<file path="src/rtl/sram_rw_port_ctrl.sv">
// sram_rw_port_ctrl: ready/valid request front-end for one single-port
// RW0-style SRAM macro (read data valid one cycle after the read cycle).
//
// Converts a decoupled request stream into RW0 port cycles and captures the
// one-cycle-late read data into a credit-protected response FIFO, so the
// FIFO can never overflow no matter how long the consumer stalls.
//
// Optional feature macro: SRAM_CTRL_INIT_CLEAR_EN
//   defined   -> after reset the whole array is written with zeros
//                (one word per cycle) before any request is accepted.
//   undefined -> no clear; the block is ready one edge after reset release.
//
// Ports
//   clock, reset_n            clock, asynchronous active-low reset
//   req_valid/req_ready       request handshake
//   req_write                 1 = write, 0 = read
//   req_addr/wmask/wdata      request payload
//   rsp_valid/rsp_ready       read response handshake
//   rsp_rdata                 read data, in request order
//   mem_en/wmode/addr/wmask/wdata  drive to the RW0 port
//   mem_rdata                 RW0 read data (valid one cycle after the read)
//   init_done                 array ready for traffic
module sram_rw_port_ctrl #(
  parameter int unsigned ADDR_W    = 9,
  parameter int unsigned DATA_W    = 64,
  parameter int unsigned MASK_W    = 8,
  parameter int unsigned RSP_DEPTH = 2
) (
  input  logic              clock,
  input  logic              reset_n,
  input  logic              req_valid,
  output logic              req_ready,
  input  logic              req_write,
  input  logic [ADDR_W-1:0] req_addr,
  input  logic [MASK_W-1:0] req_wmask,
  input  logic [DATA_W-1:0] req_wdata,
  output logic              rsp_valid,
  input  logic              rsp_ready,
  output logic [DATA_W-1:0] rsp_rdata,
  output logic              mem_en,
  output logic              mem_wmode,
  output logic [ADDR_W-1:0] mem_addr,
  output logic [MASK_W-1:0] mem_wmask,
  output logic [DATA_W-1:0] mem_wdata,
  input  logic [DATA_W-1:0] mem_rdata,
  output logic              init_done
);

  localparam int unsigned PTR_W    = (RSP_DEPTH > 1) ? $clog2(RSP_DEPTH) : 1;
  localparam int unsigned CNT_W    = $clog2(RSP_DEPTH + 1);
  localparam int unsigned CR_W     = CNT_W + 1;
  localparam int unsigned LAST_PTR = RSP_DEPTH - 1;

  // Registered state
  logic                r_init_done;
  logic                r_inflight;
  logic [CNT_W-1:0]    r_occ;
  logic [PTR_W-1:0]    r_wptr;
  logic [PTR_W-1:0]    r_rptr;
  logic [DATA_W-1:0]   r_fifo [RSP_DEPTH];

  // Combinational nets
  logic                w_init_sel;      // FSM is in the clear phase
  logic                w_init_we;       // clear-phase write this cycle
  logic [ADDR_W-1:0]   w_init_addr;
  logic                w_init_done_nxt;
  logic                w_issue;
  logic                w_rd_issue;
  logic                w_push;
  logic                w_pop;
  logic                w_rsp_valid;
  logic [CR_W-1:0]     w_credits;

`ifdef SRAM_CTRL_INIT_CLEAR_EN
  typedef enum logic {
    ST_INIT = 1'b0,
    ST_RUN  = 1'b1
  } state_t;

  state_t              r_state;
  state_t              w_state_nxt;
  logic [ADDR_W-1:0]   r_init_cnt;

  // State register and clear-address counter
  always_ff @(posedge clock or negedge reset_n) begin
    if (!reset_n) begin
      r_state    <= ST_INIT;
      r_init_cnt <= '0;
    end else begin
      r_state <= w_state_nxt;
      if (r_state == ST_INIT) begin
        r_init_cnt <= r_init_cnt + ADDR_W'(1);
      end
    end
  end

  // Next state; the clear write is gated by reset_n so mem_en is 0 in reset
  always_comb begin
    w_state_nxt = r_state;
    w_init_sel  = 1'b0;
    w_init_we   = 1'b0;
    case (r_state)
      ST_INIT: begin
        w_init_sel = 1'b1;
        w_init_we  = reset_n;
        if (r_init_cnt == '1) begin
          w_state_nxt = ST_RUN;
        end
      end
      ST_RUN: begin
        w_state_nxt = ST_RUN;
      end
      default: begin
        w_state_nxt = ST_RUN;
      end
    endcase
  end

  assign w_init_addr     = r_init_cnt;
  assign w_init_done_nxt = (w_state_nxt == ST_RUN);
`else
  // No clear phase: ready from the first edge after reset release
  assign w_init_sel      = 1'b0;
  assign w_init_we       = 1'b0;
  assign w_init_addr     = '0;
  assign w_init_done_nxt = 1'b1;
`endif

  // init_done register
  always_ff @(posedge clock or negedge reset_n) begin
    if (!reset_n) begin
      r_init_done <= 1'b0;
    end else begin
      r_init_done <= w_init_done_nxt;
    end
  end

  // Credits count the pop happening this cycle, so a full FIFO being drained
  // still accepts one request per cycle (rsp_ready -> req_ready is comb).
  assign w_rsp_valid = (r_occ != '0);
  assign w_pop       = w_rsp_valid && rsp_ready;
  assign w_push      = r_inflight;
  assign w_credits   = CR_W'(RSP_DEPTH) - CR_W'(r_occ) - CR_W'(r_inflight)
                     + CR_W'(w_pop);

  assign req_ready   = r_init_done && (w_credits != '0);
  assign w_issue     = req_valid && req_ready;
  assign w_rd_issue  = w_issue && !req_write;

  // RW0 port drive: clear pattern during INIT, request pass-through otherwise
  always_comb begin
    mem_en    = w_init_we | w_issue;
    mem_wmode = req_write;
    mem_addr  = req_addr;
    mem_wmask = req_wmask;
    mem_wdata = req_wdata;
    if (w_init_sel) begin
      mem_wmode = 1'b1;
      mem_addr  = w_init_addr;
      mem_wmask = '1;
      mem_wdata = '0;
    end
  end

  // Read-inflight flag and FIFO occupancy / pointers
  always_ff @(posedge clock or negedge reset_n) begin
    if (!reset_n) begin
      r_inflight <= 1'b0;
      r_occ      <= '0;
      r_wptr     <= '0;
      r_rptr     <= '0;
    end else begin
      r_inflight <= w_rd_issue;
      if (w_push && !w_pop) begin
        r_occ <= r_occ + CNT_W'(1);
      end else if (!w_push && w_pop) begin
        r_occ <= r_occ - CNT_W'(1);
      end
      if (w_push) begin
        r_wptr <= (r_wptr == PTR_W'(LAST_PTR)) ? '0 : r_wptr + PTR_W'(1);
      end
      if (w_pop) begin
        r_rptr <= (r_rptr == PTR_W'(LAST_PTR)) ? '0 : r_rptr + PTR_W'(1);
      end
    end
  end

  // FIFO storage; contents need no reset since occupancy qualifies them
  always_ff @(posedge clock) begin
    if (w_push) begin
      r_fifo[r_wptr] <= mem_rdata;
    end
  end

  assign rsp_valid = w_rsp_valid;
  assign rsp_rdata = r_fifo[r_rptr];
  assign init_done = r_init_done;

endmodule

</file>
<file path="config.mk">
export PLATFORM = sky130hd
export DESIGN_NAME = sram_rw_port_ctrl
export DESIGN_NICKNAME = d
export VERILOG_FILES = /design/src/rtl/sram_rw_port_ctrl.sv
export SDC_FILE = /design/constraint.sdc
export NUM_CORES = 1
export LEC_CHECK = 0
export BUFFER_PORTS_ARGS = -buffer_cell sky130_fd_sc_hd__buf_2
export CORE_ASPECT_RATIO = 0.75
export CORE_UTILIZATION = 45
export CTS_BUF_LIST = sky130_fd_sc_hd__clkbuf_4 sky130_fd_sc_hd__clkbuf_8 sky130_fd_sc_hd__clkbuf_16
export DETAILED_ROUTE_END_ITERATION = 6
export GPL_TIMING_DRIVEN = 0
export PLACE_DENSITY = 0.89
export SYNTH_ARGS = -nofsm -noshare
export SYNTH_HDL_FRONTEND = slang
export SYNTH_SLANG_ARGS = --single-unit
</file>
<file path="constraint.sdc">
create_clock -name clock -period 5.3 [get_ports clock]
set_clock_uncertainty 0.1 [all_clocks]
set_input_delay 0.795 -clock clock [delete_from_list [all_inputs] [get_ports clock]]
set_output_delay 0.795 -clock clock [all_outputs]
set_load 0.01 [all_outputs]
</file>
# After elaboration in Yosys (flattened, before gate mapping)
# Memories as Yosys holds them, arrays and structs flattened.
# Cells that the tools add are included.
dict set report word_totals {
  register_bits 6
  ram_bits 128
  elab_cells 31
  memories 1
}
dict set report classes {
  addsub 7
  n_mux 6
  reduce_logical 12
}
# name words word_bits rd rd_clocked_by_memory_dff wr line
set memory_table {}
lappend memory_table {r_fifo 2 64 1 0 1 60} ;# logic [DATA_W-1:0] r_fifo [RSP_DEPTH];
# op count
set op_table {}
lappend op_table {{logical AND 1 bit} 6}
lappend op_table {{2-to-1 mux 1 bit} 4}
lappend op_table {{2-to-1 mux 2 bit} 2}
lappend op_table {{nonzero test 2 bit} 2}
lappend op_table {{adder 3 x 1 -> 3 bit} 1}
lappend op_table {{logical NOT 1 bit} 3}
lappend op_table {{nonzero test 3 bit} 1}
lappend op_table {{subtractor 2 x 2 -> 3 bit, first input constant} 1}
lappend op_table {{subtractor 3 x 1 -> 3 bit} 1}
lappend op_table {{adder 1 bit, second input constant} 2}
lappend op_table {{adder 2 x 1 -> 2 bit, second input constant} 1}
lappend op_table {{subtractor 2 x 1 -> 2 bit, second input constant} 1}

# Depth between registers and ports, before layout
# Gate-level depths: netlist (run 1).
dict set report depth {
  ltp_word 7
  depth_mapped 7
}

# Worst setup path after synthesis (run 1)
# Ideal clock, no wire load.
dict set report synth_timing {
  kind {reg2reg}
  from {register r_inflight}
  to {memory r_fifo[0][0], enable pin}
  t_arrival_ns 3.290
  path_slack_ns 1.416
  stages_incl_launch_ff 2
  synth_period_minus_slack_ns 3.884
  path_cell_list {dfrtp_1 nor2b_1}
}
dict set report synth_between {
  elab_chain_len 2
}
# item line
set synth_lines {}
lappend synth_lines {{from (decl)} 56} ;# logic r_inflight;
lappend synth_lines {{from (signal assigned)} 173} ;# r_inflight <= w_rd_issue;
lappend synth_lines {{2-to-1 mux 1 bit} 190} ;# if (w_push) begin
lappend synth_lines {{2-to-1 mux 1 bit (implied by the code)} 191} ;# r_fifo[r_wptr] <= mem_rdata;
lappend synth_lines {{to (decl)} 60}
# No other way between the ends.

# Worst setup path in the final report (run 1)
dict set report layout_timing {
  from {register r_occ[0]}
  to {output port mem_en}
}
dict set report layout_between {
  elab_chain_len 6
}
# item line
set layout_lines {}
lappend layout_lines {{from (decl)} 57} ;# logic [CNT_W-1:0] r_occ;
lappend layout_lines {{from (signal assigned)} 175} ;# r_occ <= r_occ + CNT_W'(1);
lappend layout_lines {{from (signal assigned)} 177} ;# r_occ <= r_occ - CNT_W'(1);
lappend layout_lines {{subtractor 2 x 2 -> 3 bit or nonzero test 2 bit (tied branches)} {143, 140}}
lappend layout_lines {{subtractor 3 x 1 -> 3 bit or logical AND 1 bit (tied branches)} {143, 141}}
lappend layout_lines {{adder 3 x 1 -> 3 bit (*)} 144} ;# + CR_W'(w_pop);
lappend layout_lines {{nonzero test 3 bit (*)} 146} ;# assign req_ready = r_init_done && (w_credits != '0);
lappend layout_lines {{logical AND 1 bit (*)} 146}
lappend layout_lines {{logical AND 1 bit (*)} 147} ;# assign w_issue = req_valid && req_ready;
lappend layout_lines {{to (decl)} 40} ;# output logic mem_en,
# Mark *: on every way between the ends. The rest lies on a longest branch, timed or not.

==> flow_metrics.py, run 1 <==
metrics = {
    "sta": {
        "fmax_mhz": 315,
        "whs_ps": 94.6,
        "setup_viol": 0,
        "period_needed_ps": 3180,
        "worstMarginPinSlew_ps": 943,
        "rsz0062_at_grt": "no",
        "slew_headroom": 0.370,
        "fin_crit_sh": 0.599,
        "hold_violations": 0,
        "slew_viol_final": 0,
    },
    "power": {
        "p_clk_frac": 0.321,
        "seqPwrFrac": 0.384,
        "p_leak_uw": 0.00334,
        "peakVddDrop_v": 0.000234,
        "combPwrFrac": 0.295,
        "switching_share": 0.288,
        "p_total_uw": 3420,
        "switchingPower_uw": 985,
        "power.density_nw_per_um2": 449,
        "internal_power_uw": 2440,
    },
    "drt": {
        "vias": 3283,
        "ant_nets": 0,
        "wire_per_inst_um": 15.7,
        "viasPerCell": 4.55,
        "dr.pass1.iters": 4,
        "routed_wl_um": 11400,
        "route.detailed.drc": 0,
        "drt_iter0_drc": 76,
    },
    "critical_path": {
        "rr_endpoint": "r_inflight",
        "ff2ff_setup_slack_ps": 3240,
        "crit_fanout": 4,
        "cp-end-kind": "output pin",
        "cp.required_ps": 4410,
        "ff2ff_path_depth": 7,
        "r2r-start": "r_occ[0]",
        "worstPathArrival_ps": 2280,
        "crit_type": "flop to output pin",
        "setup.worst_path.start_class": "flop",
    },
    "synth": {
        "synth_common_cells": "128 x edfxtp_1, 82 x buf_4, 50 x mux2_4, 14 x mux2_2",
        "synthArstFlopShare": 0.0448,
        "synthDistinctLibCells": 19,
        "syn_area_per_cell_um2": 18.8,
        "ys_seq_area_frac": 0.696,
        "yosysTopAreaCell": "edfxtp_1",
        "ys.flop_type": "edfxtp_1",
        "ys_seq_elements": 134,
        "syn_area_um2": 5740,
        "ys_top_cells_by_area": "edfxtp_1 67%, mux2_4 13%, buf_4 11%",
        "netlist_instances": 305,
        "synth_edf_count": 128,
        "ys_warn_count": 0,
        "netlist.area_leader.share": 0.670,
        "yosysMostFrequentCell": "edfxtp_1",
        "syn-num-nets": 458,
    },
    "clocking": {
        "cts_hold_buf": 0,
        "clock_latency_ps": 410,
        "cts_tree": "done",
        "clk_pin_slew_worst_paths_ps": 60,
        "clock-sinks": 134,
        "numCtsBuffers": 17,
        "postCtsSetupRepairBufs": 0,
        "root_buffer": "clkbuf_16",
        "h-tree-depth": 4,
        "clk_path_buf_depth": 2,
        "cts_resized": 0,
    },
    "global_route": {
        "antenna_found_initial": 0,
        "track_usage": 0.172,
        "grt_pass1_vias": 3388,
        "grt-ovfl-total": 0,
        "grt_pass1_wl_um": 17000,
        "grt_max_degree": 65,
    },
    "final_layout": {
        "area_delta_synth_final_pct": 33.0,
        "layout-drive-gt1-share": 0.732,
        "multi_input_area_um2": 1060,
        "n_antenna_cell": 0,
        "nFillCells": 901,
        "fin_nets": 696,
        "regArea_um2": 3990,
    },
    "placement": {
        "port_buffers": 218,
        "dpl.hpwl_um": 8340,
        "gp_congestion": 0.799,
    },
    "floorplan": {
        "core_um2": 12300,
        "pin_count": 300,
        "die-area_um2": 13200,
        "dieHeight_um": 99.8,
        "die_w_um": 132,
        "initial_core_util": 0.464,
        "row_count": 35,
    },
    "min_path": {
        "hold_path_class": "primary input to async pin",
    },
    "run": {
        "drv_cap": 0,
    },
    "status": {
        "status": "complete, no violations",
    },
}
power by group through the flow:
stage / Combinational [uW] / Sequential (uW) / Clock [uW]
floorplan: 702 / 1330 / 0
global placement: 991 / 1340 / 0
detailed placement: 1020 / 1340 / 0
CTS: 1030 / 1320 / 1120
global route: 1080 / 1320 / 1160
finish: 1010 / 1310 / 1100
metal layers:
metal,up-vias,share of wire,GRT usage
li1,1522,-,-
met3,13,0.074,0.0641
met4,0,0.011,0.0698
met5,-,0,0
met1,1605,0.38,0.181
met2,143,0.53,0.314
metrics by stage:
stage / instances / setup TNS, ps / cell area, um2 / setup WS (ps) / utilization
global route: 722 / 0 / 7630 / 2010 / 0.618
detailed placement: 690 / 0 / 7060 / 2270 / 0.572
floorplan: 305 / 0 / 5740 / 1420 / -
CTS: 722 / 0 / 7630 / 2100 / 0.618
global placement: 689 / -562 / 7030 / -12.6 / 0.570
finish: 722 / 0 / 7630 / 2120 / 0.618
how the worst max path moves through the flow:
stage / from / end / slack (ps) / cells after the start
6_report: r_occ[0] / mem_en / 2120 / 7
5_1_grt: r_occ[0] / mem_en / 2010 / 7
4_1_cts: r_occ[0] / mem_en / 2100 / 7
3_5_place_dp: rsp_ready / mem_en / 2270 / 7
3_3_place_gp: r_inflight / r_fifo[0][27] / -10 / 1
2_1_floorplan: r_inflight / r_fifo[0][0] / 1420 / 1
flip-flops by register name, indices dropped and copies added (netlist names):
register / cells
r_wptr: 1
r_occ: 2
init_done: 1
r_rptr: 1
r_inflight: 1
r_fifo: 128
cells by family (layout without fill, tap and decap cells):
group                      count (synthesis)  after routing  share of synthesized area
muxes                                     64             64                      0.158
xor gates and xnor gates                   5              5                    0.00764
buffers and inverters                     89            340                      0.120
DFF                                      134            134                      0.696
and+or+nand+nor                            9              9                    0.00916
other                                      1              1                   0.000654
adders and majority gates                  3              3                    0.00785
final cells by class:
type | count | share of cell area
Tap cell | 166 | 0.0272
Clock inverter | 15 | 0.0179
Buffer | 89 | 0.0902
Clock buffer | 17 | 0.0558
Timing Repair Buffer | 219 | 0.146
Multi-Input combinational cell | 82 | 0.139
Sequential cell | 134 | 0.524
critical path, cell delays in order, from the launching register on:
cell and delay, ps:
dfrtp_1 440, or2_2 170, nand2_1 130, fa_1 390
ha_1 290, nand3b_1 110, and3_1 200, buf_2 140
cell usage in the layout (no fill, tap or decap), drive strengths merged:
master    Yosys  routed
and2          2       2
and3          1       1
buf          89     308
clkbuf        0      17
clkinv        0       3
clkinvlp      0       3
conb          1       1
dfrtp         6       6
edfxtp      128     128
fa            1       1
ha            2       2
inv           0       9
mux2         64      64
nand2         1       1
nand3b        1       1
nor2          1       1
nor2b         2       2
or2           1       1
xnor2         2       2
xor2          3       3
No activity file was read; power rests on OpenSTA's default activity.
==> inputs of run 2 (changes only) <==
clock period = 3.3 ns   (was 5.3 ns; I/O delays follow)
==> run 2 against run 1 <==
- power grew 63%
- count of clock-buffer cells in the layout is the same
- register-to-register slack lost 2000 ps
- wire length rose by 0.89%
- critical path type unchanged
==> flow_metrics.py, run 2 (synthesized netlist as in run 1, its figures left out) <==
metrics = {
    "status": {
        "status": "complete, no violations",
    },
    "power": {
        "peakVddDrop_v": 0.000432,
        "power.density_nw_per_um2": 728,
        "p_leak_uw": 0.00335,
    },
    "drt": {
        "route.detailed.drc": 0,
        "dr.pass1.iters": 4,
        "routed_wl_um": 11500,
        "ant_nets": 0,
        "wire_per_inst_um": 15.9,
        "viasPerCell": 4.44,
        "drt_iter0_drc": 156,
        "vias": 3205,
    },
    "floorplan": {
        "pin_count": 300,
        "die-area_um2": 13200,
        "initial_core_util": 0.464,
        "row_count": 35,
        "core_um2": 12300,
        "dieHeight_um": 99.8,
        "die_w_um": 132,
    },
    "min_path": {
        "hold_path_class": "primary input to flop",
    },
    "sta": {
        "worstMarginPinSlew_ps": 1010,
        "fin_crit_sh": 0.869,
        "setup_viol": 0,
        "hold_violations": 0,
        "period_needed_ps": 2870,
        "rsz0062_at_grt": "no",
        "worst_slack_ps": 432,
        "slew_headroom": 0.328,
        "slew_viol_final": 0,
        "fmax_mhz": 349,
    },
    "clocking": {
        "numCtsBuffers": 17,
        "h-tree-depth": 4,
        "clk_pin_slew_worst_paths_ps": 60,
        "cts_tree": "done",
        "clock-sinks": 134,
        "root_buffer": "clkbuf_16",
        "cts_resized": 0,
        "clock_latency_ps": 410,
        "clk_path_buf_depth": 2,
    },
    "final_layout": {
        "regMostFlops": "r_fifo",
        "final_common_cell": "buf_2",
        "nFillCells": 906,
        "design_area_um2": 7650,
        "n_antenna_cell": 0,
        "top_regs": "r_fifo (128), r_occ (2)",
        "area_delta_synth_final_pct": 33.4,
        "layout-drive-gt1-share": 0.730,
        "fin_nets": 697,
        "largest_reg_flops": 128,
        "mostFrequentLayoutCells": "219 x buf_2, 128 x edfxtp_1, 82 x buf_4",
    },
    "global_route": {
        "track_usage": 0.171,
        "grt_max_degree": 65,
        "antenna_found_initial": 0,
        "grt_pass1_vias": 3275,
        "grt_pass1_wl_um": 16800,
        "grt-ovfl-total": 0,
    },
    "critical_path": {
        "cp.required_ps": 2700,
        "slowest_stage": "dfrtp_1",
        "crit_start": "r_occ[0]",
        "rr_endpoint": "r_fifo[0][23]",
        "crit_fanout": 4,
        "max_stage_delay_ps": 440,
        "crit_type": "flop to output pin",
        "critPathCapture": "mem_en",
        "ff2ff_setup_slack_ps": 1220,
        "setup.worst_path.start_class": "flop",
        "cp-end-kind": "output pin",
        "ff2ff_path_depth": 2,
        "r2r-start": "r_inflight",
        "path_cells": "or2_2 > nand2_1 > fa_1 > ha_1 > nand3b_1 > and3_1 > buf_2",
        "worstPathArrival_ps": 2270,
    },
    "placement": {
        "pre_cts_slack_ps": 892,
        "port_buffers": 218,
        "gp_congestion": 0.811,
        "place_area_um2": 7060,
        "dpl.hpwl_um": 8260,
    },
    "run": {
        "drv_cap": 0,
    },
}
run 2: how the worst min path moves through the flow:
stage | startpoint | endpoint | slack (ps) | depth (start not counted)
2_1_floorplan | reset_n | init_done | 100 | 0
3_3_place_gp | reset_n | init_done | 220 | 1
3_5_place_dp | reset_n | r_occ[0] | 230 | 1
4_1_cts | req_write | r_inflight | 150 | 2
5_1_grt | req_write | r_inflight | 150 | 2
6_report | req_write | r_inflight | 170 | 2
run 2: routing by layer:
metal  up-vias  wire length (um)  GRT usage
li1       1516                 -          -
met1      1531              4720      0.206
met2       140              5890      0.289
met3        18               704     0.0571
met4         0               148     0.0610
met5         -                 0          0
run 2: stage by stage:
stage | TNS [ps] | power (uW) | cells | hold slack [ps] | util
finish | 0 | 5570 | 722 | 167 | 0.620
global placement | -11030 | 3740 | 689 | 220 | 0.570
CTS | 0 | 5630 | 722 | 147 | 0.620
floorplan | 0 | 3260 | 305 | 99.4 | -
global route | 0 | 5790 | 722 | 148 | 0.620
detailed placement | 0 | 3790 | 690 | 232 | 0.572
run 2: layout make-up:
type | instances | area [um2] | share of cell area
clock buffers | 17 | 425 | 0.0556
well taps | 166 | 208 | 0.0271
plain buffers | 89 | 688 | 0.0899
clock inverters | 14 | 153 | 0.0199
repair buffers | 220 | 1120 | 0.147
flip-flops and latches | 134 | 3990 | 0.522
multi-input cells | 82 | 1060 | 0.139
run 2: what timing repair did:
item | CTS | global route
hold endpoints to repair | 6 | 0
hold buffers | 1 | 0
buffers inserted | 0 | 0
run 2: critical path, delay by kind of cell (launching register included):
family,cells,cell delay [ps]
adders and majority gates,2,690
buffers and inverters,1,140
DFF,1,440
and+or+nand+nor,4,600
run 2: power breakdown:
part | internal, uW | switching [uW]
Sequential | 2050 | 63.5
Clock | 1110 | 712
Combinational | 871 | 760
==> inputs of run 3 (changes only) <==
CORE_MARGIN = 2   (was default)
clock period = 2.75 ns   (was 3.3 ns; I/O delays follow)
==> run 3 against run 2 <==
- core utilization increased by 0.65 points
- die area up 3.5%
- flip-flop and latch count unchanged
- wire length is 0.95% lower
- sequential share of layout area shrank 0.54 points
- worst hold slack lost 90 ps
- critical path type unchanged
==> flow_metrics.py, run 3 (synthesized netlist as in run 1, its figures left out) <==
metrics = {
    "floorplan": {
        "pin_count": 300,
        "die_w_um": 134,
        "dieHeight_um": 102,
        "die-area_um2": 13700,
        "initial_core_util": 0.464,
        "row_count": 35,
        "core_um2": 12300,
    },
    "power": {
        "seqPwrFrac": 0.365,
        "p_total_uw": 6920,
        "internal_power_uw": 5070,
        "power.density_nw_per_um2": 895,
        "combPwrFrac": 0.285,
        "switchingPower_uw": 1850,
        "peakVddDrop_v": 0.000635,
        "p_leak_uw": 0.00339,
        "p_clk_frac": 0.350,
        "switching_share": 0.268,
    },
    "drt": {
        "highest_layer": "met4",
        "dr.pass1.iters": 4,
        "wl_met2_um": 5920,
        "ant_nets": 0,
        "routed_wl_um": 11300,
        "wire_per_inst_um": 15.7,
        "vias": 3253,
        "viasPerCell": 4.49,
        "route.detailed.drc": 0,
        "wl_met3_um": 863,
        "drt_iter0_drc": 81,
        "met1_length_um": 4450,
    },
    "placement": {
        "dpl.hpwl_um": 8280,
        "port_buffers": 218,
        "pre_cts_slack_ps": 416,
        "gp_congestion": 0.830,
        "place_area_um2": 7060,
    },
    "critical_path": {
        "slowest_stage": "dfrtp_1",
        "cp-end-kind": "output pin",
        "path_cells": "or2_4 > nand2_2 > fa_1 > ha_1 > nand3b_1 > and3_4 > buf_2",
        "cp_top_family": "adder cells",
        "worstPathArrival_ps": 2120,
        "worstPathBufferInverterCount": 1,
        "crit_type": "flop to output pin",
        "cp.required_ps": 2240,
        "crit_fanout": 3,
        "setup.worst_path.start_class": "flop",
        "max_stage_delay_ps": 390,
    },
    "min_path": {
        "hold_path_class": "primary input to flop",
    },
    "clocking": {
        "clock_latency_ps": 400,
        "root_buffer": "clkbuf_16",
        "clk_path_buf_depth": 2,
        "cts_tree": "done",
        "h-tree-depth": 4,
        "numCtsBuffers": 17,
        "clock-sinks": 134,
        "clk_pin_slew_worst_paths_ps": 60,
    },
    "final_layout": {
        "final_common_cell": "buf_2",
        "regMostFlops": "r_fifo",
        "nFillCells": 890,
        "largest_reg_flops": 128,
        "n_antenna_cell": 0,
        "design_area_um2": 7730,
        "layout-drive-gt1-share": 0.735,
        "top_regs": "r_fifo (128), r_occ (2)",
        "area_delta_synth_final_pct": 34.8,
        "fin_nets": 698,
        "mostFrequentLayoutCells": "219 x buf_2, 128 x edfxtp_1, 83 x buf_4",
    },
    "run": {
        "drv_cap": 0,
    },
    "global_route": {
        "track_usage": 0.162,
        "grt_max_degree": 65,
        "grt_pass1_wl_um": 16600,
        "grt_pass1_vias": 3291,
        "antenna_found_initial": 0,
        "grt-ovfl-total": 0,
    },
    "sta": {
        "rsz0062_at_grt": "no",
        "slew_viol_final": 0,
        "setup_viol": 0,
        "slew_headroom": 0.374,
        "worstMarginPinSlew_ps": 938,
        "fmax_mhz": 380,
        "worst_slack_ps": 122,
        "fin_crit_sh": 0.956,
        "period_needed_ps": 2630,
        "hold_violations": 0,
    },
    "status": {
        "status": "complete, no violations",
    },
}
run 3: changes by cell type in the layout (fill, tap and decap cells not counted), sizes merged:
cell	change
buf	+1
bufinv	+2
clkinv	-4
clkinvlp	-1
inv	+4
run 3: layout make-up:
cell class	instances	area (um2)	area share
flip-flops and latches	134	3990	0.517
repair buffers	221	1130	0.146
multi-input cells	82	1070	0.139
plain buffers	89	688	0.0890
clock buffers	17	425	0.0550
clock inverters	15	215	0.0278
well taps	166	208	0.0269
run 3: path summary, 6_finish.rpt:
path,startpoint,end,slack [ps],depth (start not counted)
setup / recovery,r_occ[1],mem_en,120,7
hold / removal,req_write,r_inflight,80,2
setup reg to reg,r_inflight,r_fifo[0][44],730,2
hold reg to reg,r_occ[1],r_occ[1],410,1
max in group asynchronous,reset_n,r_inflight,2120,2
min in group asynchronous,reset_n,r_occ[1],290,2
run 3: what timing repair did:
| item | 4_1_cts | 5_1_grt |
|---|---|---|
| endpoints found under the setup margin | 2 | 2 |
| hold buffers | 1 | 0 |
| hold endpoints to repair | 6 | 0 |
| setup buffers | 1 | 0 |
| gates resized for setup | 0 | 3 |
run 3: worst register-to-register path, delay by kind of cell, from the launching register on:
kind / cells / cell delay, ps
and+or+nand+nor: 1 / 810
DFF: 1 / 450
buffers and inverters: 1 / 320
run 3: power by group through the flow:
stage / sequential, uW / combinational [uW] / clock, uW
2_1_floorplan: 2560 / 1350 / 0
3_5_place_dp: 2580 / 1970 / 0
3_3_place_gp: 2570 / 1920 / 0
6_report: 2520 / 1970 / 2420
4_1_cts: 2520 / 2000 / 2470
5_1_grt: 2540 / 2130 / 2560
run 3: routing by layer:
| metal | vias to the layer above | GRT usage |
|---|---|---|
| li1 | 1524 | - |
| met1 | 1579 | 0.184 |
| met2 | 138 | 0.286 |
| met3 | 12 | 0.0576 |
| met4 | 0 | 0.0615 |
| met5 | - | 0 |
run 3: stage by stage:
stage / util / TNS (ps) / hold WS (ps) / cells
6_report: 0.626 / 0 / 76.3 / 724
5_1_grt: 0.626 / 0 / 66.2 / 724
4_1_cts: 0.625 / 0 / 60.1 / 724
3_5_place_dp: 0.572 / 0 / 145 / 690
3_3_place_gp: 0.570 / -78450 / 142 / 689
2_1_floorplan: - / 0 / 16.9 / 305
